`config.mk`:
```
export PLATFORM = sky130hd
export DESIGN_NAME = user_event_gen
export DESIGN_NICKNAME = d
export VERILOG_FILES = /design/src/rtl/user_event_gen_pkg.sv /design/src/rtl/user_event_gen_input_debounce.sv /design/src/rtl/user_event_gen.sv
export SDC_FILE = /design/constraint.sdc
export NUM_CORES = 1
export LEC_CHECK = 0
export BUFFER_PORTS_ARGS = -buffer_cell sky130_fd_sc_hd__buf_4
export CAP_MARGIN = 20
export CELL_PAD_IN_SITES_DETAIL_PLACEMENT = 0
export CELL_PAD_IN_SITES_GLOBAL_PLACEMENT = 2
export CORE_MARGIN = 2
export CORE_UTILIZATION = 40
export DETAILED_ROUTE_END_ITERATION = 16
export MAX_ROUTING_LAYER = met4
export PLACE_DENSITY_LB_ADDON = 0.1
export SLEW_MARGIN = 15
export SYNTH_ARGS = -nofsm -noshare
export SYNTH_HDL_FRONTEND = slang
export SYNTH_SLANG_ARGS = --single-unit
```
`constraint.sdc`:
```
create_clock -name clk -period 9.15 [get_ports clk]
set_clock_uncertainty 0.1 [all_clocks]
set_input_delay 1.83 -clock clk [delete_from_list [all_inputs] [get_ports clk]]
set_output_delay 1.83 -clock clk [all_outputs]
set_load 0.02 [all_outputs]
```
`src/rtl/user_event_gen_pkg.sv`:
```
// Shared definitions for the player input front end: event codes,
// button indices and a counter-width helper.
package user_event_gen_pkg;

  // Event codes consumed by the game logic; 0 means "no event".
  localparam logic [2:0] EV_NONE     = 3'd0;
  localparam logic [2:0] EV_LEFT     = 3'd1;
  localparam logic [2:0] EV_RIGHT    = 3'd2;
  localparam logic [2:0] EV_DOWN     = 3'd3;
  localparam logic [2:0] EV_ROTATE   = 3'd4;
  localparam logic [2:0] EV_NEW_GAME = 3'd5;

  // Bit positions of each button inside the per-button vectors.
  localparam int NUM_BTN      = 5;
  localparam int IDX_LEFT     = 0;
  localparam int IDX_RIGHT    = 1;
  localparam int IDX_DOWN     = 2;
  localparam int IDX_ROTATE   = 3;
  localparam int IDX_NEW_GAME = 4;

  // Only the movement buttons auto-repeat.
  localparam logic [NUM_BTN-1:0] REPEAT_MASK = 5'b00111;

  // Width of a counter that must hold values 0..n-1 (never narrower than 1 bit).
  function automatic int cnt_width(input int n);
    return (n > 1) ? $clog2(n) : 1;
  endfunction

endpackage

```
`src/rtl/user_event_gen_input_debounce.sv`:
```
// Two-flop synchronizer followed by a stability counter. The accepted
// level changes only after the synchronized input has differed from it
// for DEBOUNCE_CYCLES consecutive cycles; press_o pulses with a 0->1 change.
module input_debounce
  import user_event_gen_pkg::*;
#(
  parameter int DEBOUNCE_CYCLES = 250000
) (
  input  logic clk,
  input  logic rst,
  input  logic raw_i,
  output logic stable_o,
  output logic press_o
);

  localparam int CW = cnt_width(DEBOUNCE_CYCLES);
  localparam logic [CW-1:0] CNT_LAST = CW'(DEBOUNCE_CYCLES - 1);

  logic          sync1;
  logic          sync2;
  logic [CW-1:0] cnt;

  // Bring the asynchronous button into the clock domain.
  always_ff @(posedge clk or posedge rst) begin
    if (rst) begin
      sync1 <= 1'b0;
      sync2 <= 1'b0;
    end else begin
      sync1 <= raw_i;
      sync2 <= sync1;
    end
  end

  // Count consecutive disagreeing cycles; accept the new level on the last one.
  always_ff @(posedge clk or posedge rst) begin
    if (rst) begin
      cnt      <= '0;
      stable_o <= 1'b0;
      press_o  <= 1'b0;
    end else begin
      press_o <= 1'b0;
      if (sync2 != stable_o) begin
        if (cnt == CNT_LAST) begin
          cnt      <= '0;
          stable_o <= sync2;
          press_o  <= sync2;
        end else begin
          cnt <= cnt + 1'b1;
        end
      end else begin
        cnt <= '0;
      end
    end
  end

endmodule

```
`src/rtl/user_event_gen.sv`:
```
// Player input front end: debounces five buttons, auto-repeats the
// movement buttons, coalesces triggers into pending flags and feeds a
// priority arbiter into a small show-ahead event queue.
module user_event_gen
  import user_event_gen_pkg::*;
#(
  parameter int DEBOUNCE_CYCLES      = 250000,
  parameter int REPEAT_DELAY_CYCLES  = 12500000,
  parameter int REPEAT_PERIOD_CYCLES = 4000000,
  parameter int FIFO_DEPTH           = 4
) (
  input  logic       clk,
  input  logic       rst,
  input  logic       btn_left_i,
  input  logic       btn_right_i,
  input  logic       btn_down_i,
  input  logic       btn_rotate_i,
  input  logic       btn_new_game_i,
  output logic [2:0] user_event_o,
  output logic       user_event_ready_o,
  input  logic       user_event_rd_req_i
);

  localparam int RPT_MAX = (REPEAT_DELAY_CYCLES > REPEAT_PERIOD_CYCLES) ?
                           REPEAT_DELAY_CYCLES : REPEAT_PERIOD_CYCLES;
  localparam int RW = cnt_width(RPT_MAX);
  localparam logic [RW-1:0] RPT_DELAY_LOAD  = RW'(REPEAT_DELAY_CYCLES - 1);
  localparam logic [RW-1:0] RPT_PERIOD_LOAD = RW'(REPEAT_PERIOD_CYCLES - 1);
  localparam int PW = cnt_width(FIFO_DEPTH);
  localparam logic [PW:0] COUNT_FULL = (PW+1)'(FIFO_DEPTH);

  logic [NUM_BTN-1:0] raw;
  logic [NUM_BTN-1:0] stable;
  logic [NUM_BTN-1:0] press;
  logic [NUM_BTN-1:0] rpt_fire;
  logic [NUM_BTN-1:0] pending;
  logic [NUM_BTN-1:0] grant;
  logic [RW-1:0]      rpt_cnt [NUM_BTN];

  logic [2:0]         mem [FIFO_DEPTH];
  logic [PW-1:0]      wr_ptr;
  logic [PW-1:0]      rd_ptr;
  logic [PW:0]        count;
  logic               full;
  logic               empty;
  logic               push;
  logic               pop;
  logic               can_push;
  logic [2:0]         push_ev;

  assign raw = {btn_new_game_i, btn_rotate_i, btn_down_i, btn_right_i, btn_left_i};

  for (genvar g = 0; g < NUM_BTN; g++) begin : g_btn
    input_debounce #(
      .DEBOUNCE_CYCLES(DEBOUNCE_CYCLES)
    ) u_debounce (
      .clk     (clk),
      .rst     (rst),
      .raw_i   (raw[g]),
      .stable_o(stable[g]),
      .press_o (press[g])
    );

    // Repeat down-counter: initial delay after a press, then the period; idle while released.
    always_ff @(posedge clk or posedge rst) begin
      if (rst) begin
        rpt_cnt[g] <= '0;
      end else if (!stable[g]) begin
        rpt_cnt[g] <= '0;
      end else if (press[g]) begin
        rpt_cnt[g] <= RPT_DELAY_LOAD;
      end else if (rpt_cnt[g] == '0) begin
        rpt_cnt[g] <= RPT_PERIOD_LOAD;
      end else begin
        rpt_cnt[g] <= rpt_cnt[g] - 1'b1;
      end
    end

    // The press cycle itself also sees a zero count, so it must not fire.
    assign rpt_fire[g] = REPEAT_MASK[g] & stable[g] & ~press[g] & (rpt_cnt[g] == '0);
  end

  assign empty    = (count == '0);
  assign full     = (count == COUNT_FULL);
  assign pop      = user_event_rd_req_i & ~empty;
  assign can_push = ~full | pop;
  assign push     = |grant;

  // Fixed-priority pick of one pending event whenever the queue can take it.
  always_comb begin
    grant   = '0;
    push_ev = EV_NONE;
    if (can_push) begin
      if (pending[IDX_NEW_GAME]) begin
        grant[IDX_NEW_GAME] = 1'b1;
        push_ev             = EV_NEW_GAME;
      end else if (pending[IDX_ROTATE]) begin
        grant[IDX_ROTATE] = 1'b1;
        push_ev           = EV_ROTATE;
      end else if (pending[IDX_DOWN]) begin
        grant[IDX_DOWN] = 1'b1;
        push_ev         = EV_DOWN;
      end else if (pending[IDX_LEFT]) begin
        grant[IDX_LEFT] = 1'b1;
        push_ev         = EV_LEFT;
      end else if (pending[IDX_RIGHT]) begin
        grant[IDX_RIGHT] = 1'b1;
        push_ev          = EV_RIGHT;
      end
    end
  end

  // Pending flags: a new trigger wins over the grant that clears the flag.
  always_ff @(posedge clk or posedge rst) begin
    if (rst) begin
      pending <= '0;
    end else begin
      pending <= (pending & ~grant) | press | rpt_fire;
    end
  end

  // Event queue storage, pointers and occupancy.
  always_ff @(posedge clk or posedge rst) begin
    if (rst) begin
      for (int i = 0; i < FIFO_DEPTH; i++) mem[i] <= EV_NONE;
      wr_ptr <= '0;
      rd_ptr <= '0;
      count  <= '0;
    end else begin
      if (push) begin
        mem[wr_ptr] <= push_ev;
        wr_ptr      <= wr_ptr + 1'b1;
      end
      if (pop) rd_ptr <= rd_ptr + 1'b1;
      case ({push, pop})
        2'b10:   count <= count + 1'b1;
        2'b01:   count <= count - 1'b1;
        default: count <= count;
      endcase
    end
  end

  assign user_event_ready_o = ~empty;
  assign user_event_o       = empty ? EV_NONE : mem[rd_ptr];

endmodule

```
==> impl_metrics.ini <==
[run_status]
outcome = complete, no violations

[finish]
antenna-diode-count = 0
nets = 983
final_common_cell = sky130_fd_sc_hd__dfrtp_1
drive_above_1_share = 0.0761
area.growth.synth_to_final_pct = 12.1
finish.cell_count_without_fillers = 1297
layout_common_cells = sky130_fd_sc_hd__dfrtp_1, sky130_fd_sc_hd__nor2_1, sky130_fd_sc_hd__xnor2_1, sky130_fd_sc_hd__xor2_1, sky130_fd_sc_hd__nand2_1

[flow_run]
max-cap-violations = 0

[yosys]
mappedNetlistNets = 962
syn_area_sq_um = 9740
synth_enable_flop_cells = 0
sequential_fraction_of_the_synthesis_area = 0.529
syn-instance-count = 937
ys_ff_latch = 206
synth_simple_gate_area_frac = 0.220
largest_family_of_logic_cells_by_synthesized_area = simple AND/OR/NAND/NOR gates
ys_dominant_reg_cell = sky130_fd_sc_hd__dfrtp_1
synth_adder_area_share = 0.0226
synth_compound_area_frac = 0.0559
synth.mux.area_fraction = 0.0240
synth-xor-area-share = 0.131
async_s_r_ff_share_synth = 1.00
mean_instance_size_in_the_synthesized_netlist_sq_um = 10.4
ys_warn_count = 0
synth.distinct_cells = 53

[global_routing]
grt_first_pass_wirelength_mm = 34.4
antenna_found_initial = 0
global_route.overflow_total = 0
first_global_vias = 7031
pin_count_of_the_biggest_net_entering_global_routing = 136
grt_util_all_layers = 0.163

[clock_network]
clock_sinks = 206
cts-buffers-inserted = 25
cts_setup_buffers = 0
clock_tree.htree_level_count = 1
worst_setup_hold_path_clk_slew_ps = 50
post_cts.resized_instances = 0
clock_latency_on_the_worst_skew_pair_ps = 520
cts_tree = yes
clock_tree_root = sky130_fd_sc_hd__clkbuf_16
ctsLongestPathBuffers = 3
cts_hold_buf = 0

[critical_path]
crit_arrival_ps = 4160
setup.worst_path.class = input port to register
worst-endpoint-required_ps = 9490
setup.worst_path.start_class = input port
endpoint_kind = register
cp_max_fo = 8

[placement]
placed_cells_incl_taps = 1254
place_ws_ps = 4800
placer_s_final_routability_congestion_estimate = 0.770
port-buffer-count = 11
dp.final_hpwl_mm = 12.6

[sta]
timing.final.crit_share = 0.417
maximum_clock_frequency_mhz = 262
setup_total_negative_slack_ps = 0
unrepaired_setup_endpoints_after_global_routing = no
finalWorstPathRequiredPeriod_ps = 3820
final_number_of_hold_violating_endpoints = 0
layout_setup_ws_ps = 5330
slew_headroom = 0.371
worst_slew_pin_slew_ps = 944
slew_viol_final = 0
setup-violations-final = 0

[route]
drt_drc_violations_left = 0
dr_total_vias = 6679
routedWlPerCell_um = 14.9
vias_per_cell = 5.15
ant_nets = 0
initialDrtViolationCount = 389
firstDrtPassIters = 4
wirelength_mm = 19.3

[floorplanning]
initial_core_util = 0.404
fp.coreArea_sq_um = 24100
die_width_um = 160
die_area_sq_um = 25600
dieHeight_um = 160
row_count = 57
i_o_pin_count = 12

[pwr]
power.density_cell_area_nw_per_um2 = 182
cellLeakagePower_nw = 5.15
peakVddDrop_v = 0.000113
final_power_mw = 1.99

[hold_path]
worstHoldPathType = register to register
-- power breakdown --
| group | switching, mW | internal [mW] |
|---|---|---|
| Combinational | 0.0665 | 0.0490 |
| Clock | 0.369 | 0.548 |
| Sequential | 0.0233 | 0.933 |
| Total | 0.459 | 1.53 |
-- metal layers --
metal	routed length, um	vias to the layer above	track usage
met2	8810	69	0.257
met1	9470	3296	0.220
met3	598	30	0.0275
li1	-	3284	-
met4	467	0	0.0446
met5	0	-	-
-- registers in the layout, indices dropped and copies added (netlist names) --
| register | flops |
|---|---|
| mem | 12 |
| rd_ptr | 2 |
| g_btn.u_debounce.sync2 | 5 |
| wr_ptr | 2 |
| pending | 5 |
| g_btn.u_debounce.stable_o | 5 |
| rpt_cnt | 72 |
| g_btn.u_debounce.cnt | 90 |
| count | 3 |
| g_btn.u_debounce.sync1 | 5 |
| g_btn.u_debounce.press_o | 5 |
-- layout make-up --
type	instances	area, sq um
multi-input combinational	688	4420
tap	324	405
sequential	206	5150
fill	2328	13200
clock inverter	3	18.8
clock buffer	39	738
timing repair buffer	13	95.1
inverter	24	97.6
-- cells in the mapped netlist, types with 2 or more instances --
library cell | n | share of area
sky130_fd_sc_hd__dfrtp_1 | 206 | 0.53
sky130_fd_sc_hd__nor2_1 | 147 | 0.057
sky130_fd_sc_hd__xnor2_1 | 75 | 0.067
sky130_fd_sc_hd__xor2_1 | 71 | 0.064
sky130_fd_sc_hd__nand2_1 | 58 | 0.022
sky130_fd_sc_hd__nand3_1 | 44 | 0.023
sky130_fd_sc_hd__a21oi_1 | 41 | 0.021
sky130_fd_sc_hd__nor3_1 | 30 | 0.015
sky130_fd_sc_hd__inv_1 | 24 | 0.0092
sky130_fd_sc_hd__nor4_1 | 18 | 0.012
sky130_fd_sc_hd__and3_1 | 17 | 0.011
sky130_fd_sc_hd__nand4_1 | 17 | 0.011
sky130_fd_sc_hd__ha_1 | 16 | 0.021
sky130_fd_sc_hd__o21ai_0 | 16 | 0.0082
sky130_fd_sc_hd__clkbuf_1 | 15 | 0.0058
sky130_fd_sc_hd__and4_1 | 14 | 0.013
sky130_fd_sc_hd__or3_1 | 14 | 0.0090
sky130_fd_sc_hd__mux2_2 | 13 | 0.015
sky130_fd_sc_hd__a21boi_0 | 11 | 0.0085
sky130_fd_sc_hd__nand2b_1 | 8 | 0.0051
sky130_fd_sc_hd__nor4b_1 | 8 | 0.0072
sky130_fd_sc_hd__nand3b_1 | 7 | 0.0054
sky130_fd_sc_hd__nor3b_1 | 7 | 0.0054
sky130_fd_sc_hd__and2_1 | 5 | 0.0032
sky130_fd_sc_hd__or4_1 | 5 | 0.0039
sky130_fd_sc_hd__a22o_1 | 4 | 0.0036
sky130_fd_sc_hd__a31oi_1 | 4 | 0.0026
sky130_fd_sc_hd__nand4b_1 | 4 | 0.0036
sky130_fd_sc_hd__mux4_2 | 3 | 0.0069
sky130_fd_sc_hd__o41ai_1 | 3 | 0.0027
sky130_fd_sc_hd__or2_2 | 3 | 0.0019
sky130_fd_sc_hd__a21o_1 | 2 | 0.0015
sky130_fd_sc_hd__mux2i_1 | 2 | 0.0021
sky130_fd_sc_hd__nand4bb_1 | 2 | 0.0023
sky130_fd_sc_hd__nor2b_1 | 2 | 0.0013
sky130_fd_sc_hd__o21a_1 | 2 | 0.0015
sky130_fd_sc_hd__o31ai_1 | 2 | 0.0015
sky130_fd_sc_hd__or4_4 | 2 | 0.0023
-- final timing paths --
path	end	slack, ps	startpoint	cells past startpoint
worst max-delay path	count[2]$_DFFE_PP0P_	5330	user_event_rd_req_i	10
worst min-delay path	g_btn[3].u_debounce.sync2$_DFF_PP0_	250	g_btn[3].u_debounce.sync1$_DFF_PP0_	0
worst max register to register	rpt_cnt[96]$_DFF_PP0_	6250	rpt_cnt[102]$_DFF_PP0_	5
worst min register to register	g_btn[3].u_debounce.sync2$_DFF_PP0_	250	g_btn[3].u_debounce.sync1$_DFF_PP0_	0
max in group asynchronous	rpt_cnt[92]$_DFF_PP0_	5950	rst	3
min in group asynchronous	g_btn[4].u_debounce.cnt[16]$_DFF_PP0_	1410	rst	2
-- cell families after synthesis --
logic type | after synthesis
adders and majority gates | 17
AOI/OAI and AO/OA | 90
DFF | 206
muxes | 18
buffers and inverters | 43
xor gates and xnor gates | 146
and+or+nand+nor | 417
-- critical path, cell delays in order --
cell,delay [ps]
sky130_fd_sc_hd__buf_4,110
sky130_fd_sc_hd__nor4b_1,690
sky130_fd_sc_hd__a21oi_1,310
sky130_fd_sc_hd__inv_1,130
sky130_fd_sc_hd__ha_1,200
sky130_fd_sc_hd__inv_1,60
sky130_fd_sc_hd__fa_1,370
sky130_fd_sc_hd__xor2_1,150
sky130_fd_sc_hd__nor2_1,130
sky130_fd_sc_hd__xor2_1,170
-- stage by stage --
step	util	area, sq um	hold slack [ps]
global route	0.453	10900	255
CTS	0.453	10900	247
finish	0.453	10900	246
floorplan	-	9740	231
global placement	0.422	10200	236
detailed placement	0.422	10200	235
(Power assumes the default switching activity.)
